$ cat config.mk
export PLATFORM = sky130hd
export DESIGN_NAME = book_top_builder
export DESIGN_NICKNAME = d
export VERILOG_FILES = /design/src/rtl/book_top_builder.sv
export SDC_FILE = /design/constraint.sdc
export NUM_CORES = 2
export LEC_CHECK = 0
export ABC_CLOCK_PERIOD_IN_PS = 40900
export BUFFER_PORTS_ARGS = -buffer_cell sky130_fd_sc_hd__buf_4
export CAP_MARGIN = 25
export CORE_UTILIZATION = 25
export CTS_BUF_LIST = sky130_fd_sc_hd__clkbuf_8 sky130_fd_sc_hd__clkbuf_16
export DETAILED_ROUTE_END_ITERATION = 16
export SLEW_MARGIN = 5
export SYNTH_ARGS = -nofsm -noshare
export SYNTH_HDL_FRONTEND = slang
export SYNTH_SLANG_ARGS = --single-unit
$ cat constraint.sdc
create_clock -name clk -period 40.9 [get_ports clk]
set_input_delay 0 -clock clk [delete_from_list [all_inputs] [get_ports clk]]
set_output_delay 0 -clock clk [all_outputs]
set_load 0.005 [all_outputs]
$ cat src/rtl/book_top_builder.sv
// book_top_builder
//   Keeps a small sorted depth-of-book per side (bids descending, asks
//   ascending) from incremental price-level updates and publishes a
//   registered top-of-book after every accepted update.
//
// Ports
//   clk, rst        rising-edge clock, asynchronous active-high reset
//   upd_valid/ready one-update handshake (one update per 3 cycles)
//   upd_side        0=bid, 1=ask
//   upd_price/qty   level price and new qty (qty 0 deletes the level)
//   upd_clear       clear both sides; side/price/qty ignored
//   best_bid_*      top bid price/qty (0 when the side is empty)
//   best_ask_*      top ask price/qty (0 when the side is empty)
//   valid_book      one-cycle strobe: new top-of-book, both sides non-empty
//   book_crossed    best bid >= best ask with both sides non-empty
//   drop_cnt        saturating count of inserts discarded on a full side
module book_top_builder #(
    parameter int DEPTH   = 4,
    parameter int PRICE_W = 32,
    parameter int QTY_W   = 64
) (
    input  logic               clk,
    input  logic               rst,
    input  logic               upd_valid,
    output logic               upd_ready,
    input  logic               upd_side,
    input  logic [PRICE_W-1:0] upd_price,
    input  logic [QTY_W-1:0]   upd_qty,
    input  logic               upd_clear,
    output logic [PRICE_W-1:0] best_bid_px,
    output logic [QTY_W-1:0]   best_bid_qty,
    output logic [PRICE_W-1:0] best_ask_px,
    output logic [QTY_W-1:0]   best_ask_qty,
    output logic               valid_book,
    output logic               book_crossed,
    output logic [15:0]        drop_cnt
);

    typedef enum logic [1:0] {IDLE, APPLY, EMIT} state_t;

    state_t state, state_nxt;

    logic               lat_side;
    logic [PRICE_W-1:0] lat_price;
    logic [QTY_W-1:0]   lat_qty;
    logic               lat_clear;

    logic               bid_vld [DEPTH];
    logic [PRICE_W-1:0] bid_px  [DEPTH];
    logic [QTY_W-1:0]   bid_qty [DEPTH];
    logic               ask_vld [DEPTH];
    logic [PRICE_W-1:0] ask_px  [DEPTH];
    logic [QTY_W-1:0]   ask_qty [DEPTH];

    logic               cur_vld [DEPTH];
    logic [PRICE_W-1:0] cur_px  [DEPTH];
    logic [QTY_W-1:0]   cur_qty [DEPTH];
    logic               nxt_vld [DEPTH];
    logic [PRICE_W-1:0] nxt_px  [DEPTH];
    logic [QTY_W-1:0]   nxt_qty [DEPTH];

    logic match_found, ins_found, drop_inc;
    int   match_idx, ins_idx;

    // Ready is forced low while reset is held so no transfer can be seen
    // during reset; it comes back the moment reset releases.
    assign upd_ready = (state == IDLE) && !rst;

    always_ff @(posedge clk or posedge rst) begin
        if (rst) state <= IDLE;
        else     state <= state_nxt;
    end

    always_comb begin
        state_nxt = state;
        case (state)
            IDLE:    if (upd_valid && upd_ready) state_nxt = APPLY;
            APPLY:   state_nxt = EMIT;
            EMIT:    state_nxt = IDLE;
            default: state_nxt = IDLE;
        endcase
    end

    always_ff @(posedge clk or posedge rst) begin
        if (rst) begin
            lat_side  <= 1'b0;
            lat_price <= '0;
            lat_qty   <= '0;
            lat_clear <= 1'b0;
        end else if (state == IDLE && upd_valid && upd_ready) begin
            lat_side  <= upd_side;
            lat_price <= upd_price;
            lat_qty   <= upd_qty;
            lat_clear <= upd_clear;
        end
    end

    // View of the side selected by the latched update.
    always_comb begin
        for (int i = 0; i < DEPTH; i++) begin
            cur_vld[i] = lat_side ? ask_vld[i] : bid_vld[i];
            cur_px[i]  = lat_side ? ask_px[i]  : bid_px[i];
            cur_qty[i] = lat_side ? ask_qty[i] : bid_qty[i];
        end
    end

    // Next contents of the selected side. The insert position is the first
    // empty slot or the first slot the new price beats; on a full side with
    // no such slot the insert is dropped. Shifting down on insert naturally
    // pushes the worst level out of the last slot.
    always_comb begin
        match_found = 1'b0;
        match_idx   = 0;
        ins_found   = 1'b0;
        ins_idx     = 0;
        drop_inc    = 1'b0;
        for (int i = 0; i < DEPTH; i++) begin
            nxt_vld[i] = cur_vld[i];
            nxt_px[i]  = cur_px[i];
            nxt_qty[i] = cur_qty[i];
        end
        for (int i = 0; i < DEPTH; i++) begin
            if (!match_found && cur_vld[i] && cur_px[i] == lat_price) begin
                match_found = 1'b1;
                match_idx   = i;
            end
        end
        for (int i = 0; i < DEPTH; i++) begin
            if (!ins_found && (!cur_vld[i] ||
                (lat_side ? (lat_price < cur_px[i]) : (lat_price > cur_px[i])))) begin
                ins_found = 1'b1;
                ins_idx   = i;
            end
        end

        if (match_found) begin
            if (lat_qty != '0) begin
                for (int i = 0; i < DEPTH; i++)
                    if (i == match_idx) nxt_qty[i] = lat_qty;
            end else begin
                for (int i = 0; i < DEPTH - 1; i++) begin
                    if (i >= match_idx) begin
                        nxt_vld[i] = cur_vld[i+1];
                        nxt_px[i]  = cur_px[i+1];
                        nxt_qty[i] = cur_qty[i+1];
                    end
                end
                nxt_vld[DEPTH-1] = 1'b0;
                nxt_px[DEPTH-1]  = '0;
                nxt_qty[DEPTH-1] = '0;
            end
        end else if (lat_qty != '0) begin
            if (ins_found) begin
                for (int i = 1; i < DEPTH; i++) begin
                    if (i > ins_idx) begin
                        nxt_vld[i] = cur_vld[i-1];
                        nxt_px[i]  = cur_px[i-1];
                        nxt_qty[i] = cur_qty[i-1];
                    end
                end
                for (int i = 0; i < DEPTH; i++) begin
                    if (i == ins_idx) begin
                        nxt_vld[i] = 1'b1;
                        nxt_px[i]  = lat_price;
                        nxt_qty[i] = lat_qty;
                    end
                end
            end else begin
                drop_inc = 1'b1;
            end
        end
    end

    always_ff @(posedge clk or posedge rst) begin
        if (rst) begin
            for (int i = 0; i < DEPTH; i++) begin
                bid_vld[i] <= 1'b0;
                bid_px[i]  <= '0;
                bid_qty[i] <= '0;
                ask_vld[i] <= 1'b0;
                ask_px[i]  <= '0;
                ask_qty[i] <= '0;
            end
            drop_cnt <= '0;
        end else if (state == APPLY) begin
            for (int i = 0; i < DEPTH; i++) begin
                if (lat_clear) begin
                    bid_vld[i] <= 1'b0;
                    bid_px[i]  <= '0;
                    bid_qty[i] <= '0;
                    ask_vld[i] <= 1'b0;
                    ask_px[i]  <= '0;
                    ask_qty[i] <= '0;
                end else if (lat_side) begin
                    ask_vld[i] <= nxt_vld[i];
                    ask_px[i]  <= nxt_px[i];
                    ask_qty[i] <= nxt_qty[i];
                end else begin
                    bid_vld[i] <= nxt_vld[i];
                    bid_px[i]  <= nxt_px[i];
                    bid_qty[i] <= nxt_qty[i];
                end
            end
            if (!lat_clear && drop_inc && drop_cnt != 16'hFFFF)
                drop_cnt <= drop_cnt + 16'd1;
        end
    end

    // Top-of-book is refreshed on every EMIT; valid_book is cleared in
    // every other state so it is a single-cycle strobe.
    always_ff @(posedge clk or posedge rst) begin
        if (rst) begin
            best_bid_px  <= '0;
            best_bid_qty <= '0;
            best_ask_px  <= '0;
            best_ask_qty <= '0;
            valid_book   <= 1'b0;
            book_crossed <= 1'b0;
        end else if (state == EMIT) begin
            best_bid_px  <= bid_vld[0] ? bid_px[0]  : '0;
            best_bid_qty <= bid_vld[0] ? bid_qty[0] : '0;
            best_ask_px  <= ask_vld[0] ? ask_px[0]  : '0;
            best_ask_qty <= ask_vld[0] ? ask_qty[0] : '0;
            valid_book   <= bid_vld[0] && ask_vld[0];
            book_crossed <= bid_vld[0] && ask_vld[0] && (bid_px[0] >= ask_px[0]);
        end else begin
            valid_book   <= 1'b0;
        end
    end

endmodule

### After elaboration in Yosys (flattened, before gate mapping)

Cells that the tools add are included.

| cells by class | value |
|---|---|
| bitwise logic cells | 0 |
| eq/ne operators | 15 |
| $add $sub $neg | 1 |
| shifts and indexed selects | 0 |
| muxes and demuxes | 134 |
| reductions and logical operators | 42 |
| divide/modulo/power cells | 0 |
| order comparisons | 15 |
| $mul | 0 |

Operators by type and width:

| kind | number |
|---|---|
| 2-to-1 mux 64 bit | 36 |
| 2-to-1 mux 32 bit | 36 |
| 2-to-1 mux 256 bit | 4 |
| 2-to-1 mux 128 bit | 4 |
| equality test 3 x 32 -> 1 bit, first input constant | 4 |
| equality test 32 bit | 4 |
| greater-than comparator 32 bit | 4 |
| less-than comparator 32 bit | 4 |
| equality test 2 x 32 -> 1 bit, first input constant | 2 |
| greater-than comparator 3 x 32 -> 1 bit, first input constant | 2 |
| zero test 32 bit | 2 |
| nonzero test 64 bit | 1 |
| 2-to-1 mux 1 bit | 48 |
| greater-or-equal comparator 1 x 32 -> 1 bit, first input constant | 1 |
| greater-or-equal comparator 2 x 32 -> 1 bit, first input constant | 1 |
| greater-or-equal comparator 3 x 32 -> 1 bit, first input constant | 1 |
| greater-or-equal comparator 32 bit | 1 |
| greater-than comparator 2 x 32 -> 1 bit, first input constant | 1 |
| logical AND 1 bit | 18 |
| adder 16 x 1 -> 16 bit, second input constant | 1 |
| 2-to-1 mux 4 bit | 4 |
| != test 16 bit, second input constant | 1 |
| zero test 1 bit | 12 |
| AND reduction 2 bit | 3 |
| 8 further kinds | 12 |

| storage, ports and cells | value |
|---|---|
| memories | 0 |
| input port bits | 101 |
| bits in registers | 1086 |
| latch bits | 0 |
| bits in read-only memories | 0 |
| bits in writable memories | 0 |
| logic and storage cells | 243 |
| output and inout port bits | 211 |

### Longest topological paths before layout

| logic depth | value |
|---|---|
| word-level depth | 22 |
| mapped depth | 23 |
| gate-level depth less buffers | 14 |

### Worst setup path after synthesis

No wires, ideal clock.

| timing | value |
|---|---|
| path kind | reg-to-reg |
| from | register lat_side |
| to | register ask_px[81] in the netlist's numbering |
| required time | 40779 ps |
| period minus slack after synthesis | 5455 ps |
| arrival time | 5334 ps |
| setup time | 121 ps |
| buffers on the path | 8 |
| stages on the path, launching flop included | 22 |
| slack | 35445 ps |
| cells stage by stage | dfrtp_1 -> buf_2 -> buf_2 -> buf_1 -> clkbuf_1 -> buf_1 -> mux2i_1 -> ha_1 -> a21oi_1 -> nand2_1 -> a221o_1 -> o31a_1 -> or2_2 -> o211a_1 -> buf_2 -> o211ai_1 -> buf_2 -> buf_2 -> nand3_1 -> o2111ai_1 -> o221ai_1 -> a22o_1 |

| between the ends | value |
|---|---|
| cells in the longest elaborated chain, start to end | 22 |
| elaborated cells on any way between the ends | 76 |
| classes of those cells | order compare: 10; eq/ne: 5; mux: 35; reduce/logical: 26 |

RTL lines:

| what | line | source |
|---|---|---|
| start: declaration | 43 | `logic lat_side;` |
| start signal: assignment | 91 | `lat_side <= upd_side;` |
| 2-to-1 mux 32 bit | 102 | `cur_px[i] = lat_side ? ask_px[i] : bid_px[i];` |
| greater-than comparator 32 bit, or another cell as far along | 130 | `(lat_side ? (lat_price < cur_px[i]) : (lat_price > cur_px[i])))) begin` |
| 2-to-1 mux 1 bit / logical AND 1 bit (equally long branches) | 130, 123 |  |
| logical OR 1 bit / 2-to-1 mux 1 bit (equally long branches) | 129, 123 |  |
| 2-to-1 mux 1 bit / zero test 1 bit (equally long branches) | 129, 123 |  |
| zero test 1 bit / logical AND 1 bit (equally long branches) | 129, 123 |  |
| logical AND 1 bit (on tied branches) | 129, 123 |  |
| 2-to-1 mux 1 bit (on tied branches) | 129, 123 |  |
| (+6 left out) | -- |  |
| greater-than comparator 2 x 32 -> 1 bit / logical AND 1 bit (equally long branches) | 155, 123 |  |
| 2-to-1 mux 32 bit (on tied branches) | 155, 123 |  |
| 2-to-1 mux 32 bit / greater-or-equal comparator 2 x 32 -> 1 bit (equally long branches) | 162, 142 |  |
| 2-to-1 mux 128 bit / 2-to-1 mux 32 bit (equally long branches) | 153, 142 |  |
| 2-to-1 mux 128 bit (on tied branches) | 152, 137 |  |
| 2-to-1 mux 128 bit | 136 | `if (match_found) begin` |
| 2-to-1 mux 32 bit | 194 | `end else if (lat_side) begin` |
| 2-to-1 mux 32 bit | 187 | `if (lat_clear) begin` |
| end signal: indexed assignment | 196 | `ask_px[i] <= nxt_px[i];` |
| end: declaration | 52 | `logic [PRICE_W-1:0] ask_px [DEPTH];` |

Parallel ways exist; a longest one is shown, timed or not. The select of a mux whose other input is x is not followed.
A chain may end at the register's enable or synchronous reset.

### Final worst setup path

| timing | value |
|---|---|
| from | register lat_side |
| to | register ask_qty[72] in the netlist's numbering |

| between the ends | value |
|---|---|
| cells in the longest elaborated chain, start to end | 22 |
| elaborated cells on any way between the ends | 81 |
| classes of those cells | order compare: 10; eq/ne: 6; mux: 39; reduce/logical: 26 |

RTL lines:

| what | line | source |
|---|---|---|
| 2-to-1 mux 32 bit | 102 |  |
| greater-than comparator 32 bit, or another cell as far along | 130 |  |
| 2-to-1 mux 1 bit / logical AND 1 bit (equally long branches) | 130, 123 |  |
| logical OR 1 bit / 2-to-1 mux 1 bit (equally long branches) | 129, 123 |  |
| 2-to-1 mux 1 bit / zero test 1 bit (equally long branches) | 129, 123 |  |
| zero test 1 bit / logical AND 1 bit (equally long branches) | 129, 123 |  |
| logical AND 1 bit (on tied branches) | 129, 123 |  |
| 2-to-1 mux 1 bit (on tied branches) | 129, 123 |  |
| (+6 left out) | -- |  |
| greater-than comparator 3 x 32 -> 1 bit / logical AND 1 bit (equally long branches) | 155, 123 |  |
| 2-to-1 mux 64 bit / 2-to-1 mux 32 bit (equally long branches) | 155, 123 |  |
| 2-to-1 mux 64 bit, or another cell as far along | 162 | `if (i == ins_idx) begin` |
| 2-to-1 mux 256 bit, or another cell as far along | 153 | `if (ins_found) begin` |
| 2-to-1 mux 256 bit (on tied branches) | 152, 137 |  |
| 2-to-1 mux 256 bit | 136 |  |
| 2-to-1 mux 64 bit | 194 |  |
| 2-to-1 mux 64 bit | 187 |  |
| end signal: indexed assignment | 197 | `ask_qty[i] <= nxt_qty[i];` |
| end: declaration | 53 | `logic [QTY_W-1:0] ask_qty [DEPTH];` |

Parallel ways exist; a longest one is shown, timed or not. The select of a mux whose other input is x is not followed.

==> flow_summary.ini <==
[placed_design]
placedCellCount = 10300
dp_hpwl_mm = 161
placement.io_buffers = 311
gp_congestion = 0.888

[layout]
post-route-util_pct = 29.9
syn_to_final_growth_pct = 18.7
layout-drive-gt1-share_pct = 16.7
nNetsFinal = 7513
num-fill-cells = 26500
final_cells = 10700
ff_latch_area_um2 = 27200
multi_input_area_um2 = 34600

[floorplan]
coreArea_um2 = 257000
die-area_um2 = 260000
fp.dieH_um = 510
io_pins = 312
start_util_pct = 25.2
die_x_um = 510
rows = 186

[clock_tree]
cts_made_buffers = 132
post_cts_resize_count = 0
htreeDepth = 4
clkLatencyLatePin_ns = 0.83
path_clk_slew_ns = 0.06
cts-root-buf = clkbuf_16
cts.path.max_buffers = 3
cts_tree = yes
cts_sinks = 1086

[synth]
yosys.cell_types.count = 75
seq_area_frac_synth_pct = 42.1
syn-mean-instance-area_um2 = 9.05
synth_top_area_share_pct = 42.1
async_reset_ff_share_pct = 100
synth_warnings = 0
synthFlopType = dfrtp_1
synthTopCellsByCount = nand2_1 (1274), dfrtp_1 (1086), o21ai_0 (616), clkbuf_1 (505), mux2_2 (501)
post-synth-top-count-cell = nand2_1
ys_ff_latch = 1086
yosys.area.top_type = dfrtp_1
syn_area_um2 = 64600
syn-num-nets = 7397
synth_edf_count = 0
synth.area.top_cells = dfrtp_1 (42%), mux2_2 (8.7%), mux2i_1 (7.4%), nand2_1 (7.4%), o21ai_0 (4.8%)
syn_inst = 7135

[drt]
drc = 0
num_vias = 59800
wl_per_cell_um = 23.9
viasPerCell = 5.57
dr.pass1.iters = 8
routed_wl_mm = 257
drt_iter0_drc = 7075
ant_nets = 0

[power]
finalPower_w = 0.00523
power_leakage_nw = 35.0
ir_drop_mv = 0.0480
pwr_density_cell_nw_per_um2 = 68.2

[worst_setup_path]
start_kind = register
cp_common_cell = buf_4
path_buf_inv = 3
crit_family = simple AND/OR/NAND/NOR gates
critical_path.startpoint = lat_side
cpPeakStageDelay_ns = 0.92
cp_max_fo = 86
crit_chain = buf_4, mux2i_1, ha_1, nand4_1, nor4_1, nand4_1, nand4b_1, buf_4, buf_4, nand2_1, a21boi_0, mux2_2, a22o_1, o21ai_0, o21a_1, o31ai_1
criticalPathCategory = register to register
crit_arrival_ns = 8.62
crit_required_ns = 41.55
critical_path.endpoint_type = register
cpMaxStageDelayCell = dfrtp_4
reg2reg_from = lat_side

[timing]
setup_viol = 0
finalHoldViolCount = 0
timing.final.crit_share_pct = 19.5
maxSlewViolCount = 0
fmax_ghz = 0.125
fin_worst_skew_ns = 0.0737
slew_headroom_pct = 20.0
fin_setup_tns_ns = 0
worst_pin_slew_ns = 1.19
post-route-min-period_ns = 7.97
grt_setup_unrepaired = false

[worst_hold_path]
hold_class = input pin to register
min-delay-start = upd_qty[42]

[flow_run]
maxCapViolCount = 0

[global_routing]
antenna_found_initial = 9
grt_pass1_wl_mm = 382
grt_max_degree = 182
grt_usage_pct = 19.2
grt_overflow = 0
grt_pass1_vias = 58500

[run_status]
outcome = complete, no violations
## per-stage QoR
| stage | worst slack [ns] | hold WS (ns) | instance area (um2) |
|---|---|---|---|
| after global placement | 33.35 | 0.205 | 69900 |
| final | 32.93 | 0.0162 | 76600 |
| after CTS | 33.18 | 0.00149 | 76400 |
| after detailed placement | 33.20 | 0.211 | 69900 |
| after global routing | 32.64 | 0.0487 | 76600 |
| after floorplan | 10.33 | 0.0348 | 64600 |
## report_power, final
part,leakage [nW],switching (W),internal [W]
sequential,14.4,0.000373,0.00146
clock,2.33,0.000526,0.000704
combinational,18.3,0.00127,0.000896
## flip-flops by register name, indices dropped and copies added, names as in the netlist, 4 cells and up
signal,cells
ask_qty,256
lat_qty,64
bid_qty,256
best_ask_qty,64
bid_px,128
best_ask_px,32
best_bid_qty,64
lat_price,32
best_bid_px,32
ask_vld,4
bid_vld,4
drop_cnt,16
ask_px,128
## kinds of logic (layout without fill, tap and decap cells)
group,after synthesis,in the layout,share of synthesized area (%)
other,0,4,0
buffers and inverters,764,981,4.67
multiplexers,981,981,16.2
flip-flops,1086,1086,42.1
adder cells (fa/ha/maj),161,161,3.12
XOR/XNOR,15,15,0.203
AO/OA/AOI/OAI,1993,1993,19.8
AND/OR/NAND/NOR,2135,2135,14.0
## worst register-to-register path: cells and delay by family, from the launching register on
| family | cells | cell delay [ns] |
|---|---|---|
| AND/OR/NAND/NOR | 5 | 2.56 |
| buffers and inverters | 3 | 2.33 |
| multiplexers | 2 | 0.96 |
| flip-flops | 1 | 0.92 |
| AO/OA/AOI/OAI | 5 | 0.83 |
| adder cells (fa/ha/maj) | 1 | 0.25 |
## final timing paths
| kind | slack, ns | endpoint | cells past startpoint |
|---|---|---|---|
| max in group asynchronous | 36.32 | ask_qty[223] | 10 |
| worst min-delay path | 0.02 | lat_qty[42] | 4 |
| worst max-delay path | 32.93 | ask_qty[72] | 16 |
| worst max register to register | 32.93 | ask_qty[72] | 16 |
| min in group asynchronous | 0.32 | lat_price[4] | 4 |
| worst min register to register | 0.47 | best_bid_qty[57] | 2 |
## timing repair
action	4_1_cts	5_1_grt
hold buffers	194	1
endpoints found under the hold margin	235	42
setup buffers	0	0
## layout make-up
type	instances	area share (%)
multi-input combinational	5285	45.2
sequential	1086	35.5
timing repair buffer	653	7.32
tap	3384	5.53
clock buffer	164	4.89
clock inverter	71	1.10
inverter	93	0.465
antenna	4	0.0131
## cell usage in the layout, fill, tap and decap left out, drive strengths merged, types with 189 or more instances in the layout
master	count
nor2	311
mux2i	480
a22o	189
o21ai	658
buf	458
dfrtp	1086
nand2	1274
mux2	501
nand3	253
dlygate4sd3	195
a21oi	368
o211ai	199
## layer usage
metal | vias up | GRT usage, % | wire, um
li1 | 26000 | - | -
met4 | 4 | 8.64 | 11600
met1 | 29900 | 25.3 | 106000
met3 | 592 | 5.53 | 28600
met5 | - | 0 | 27
met2 | 3356 | 28.8 | 111000
No activity file was read; power rests on OpenSTA's default activity.
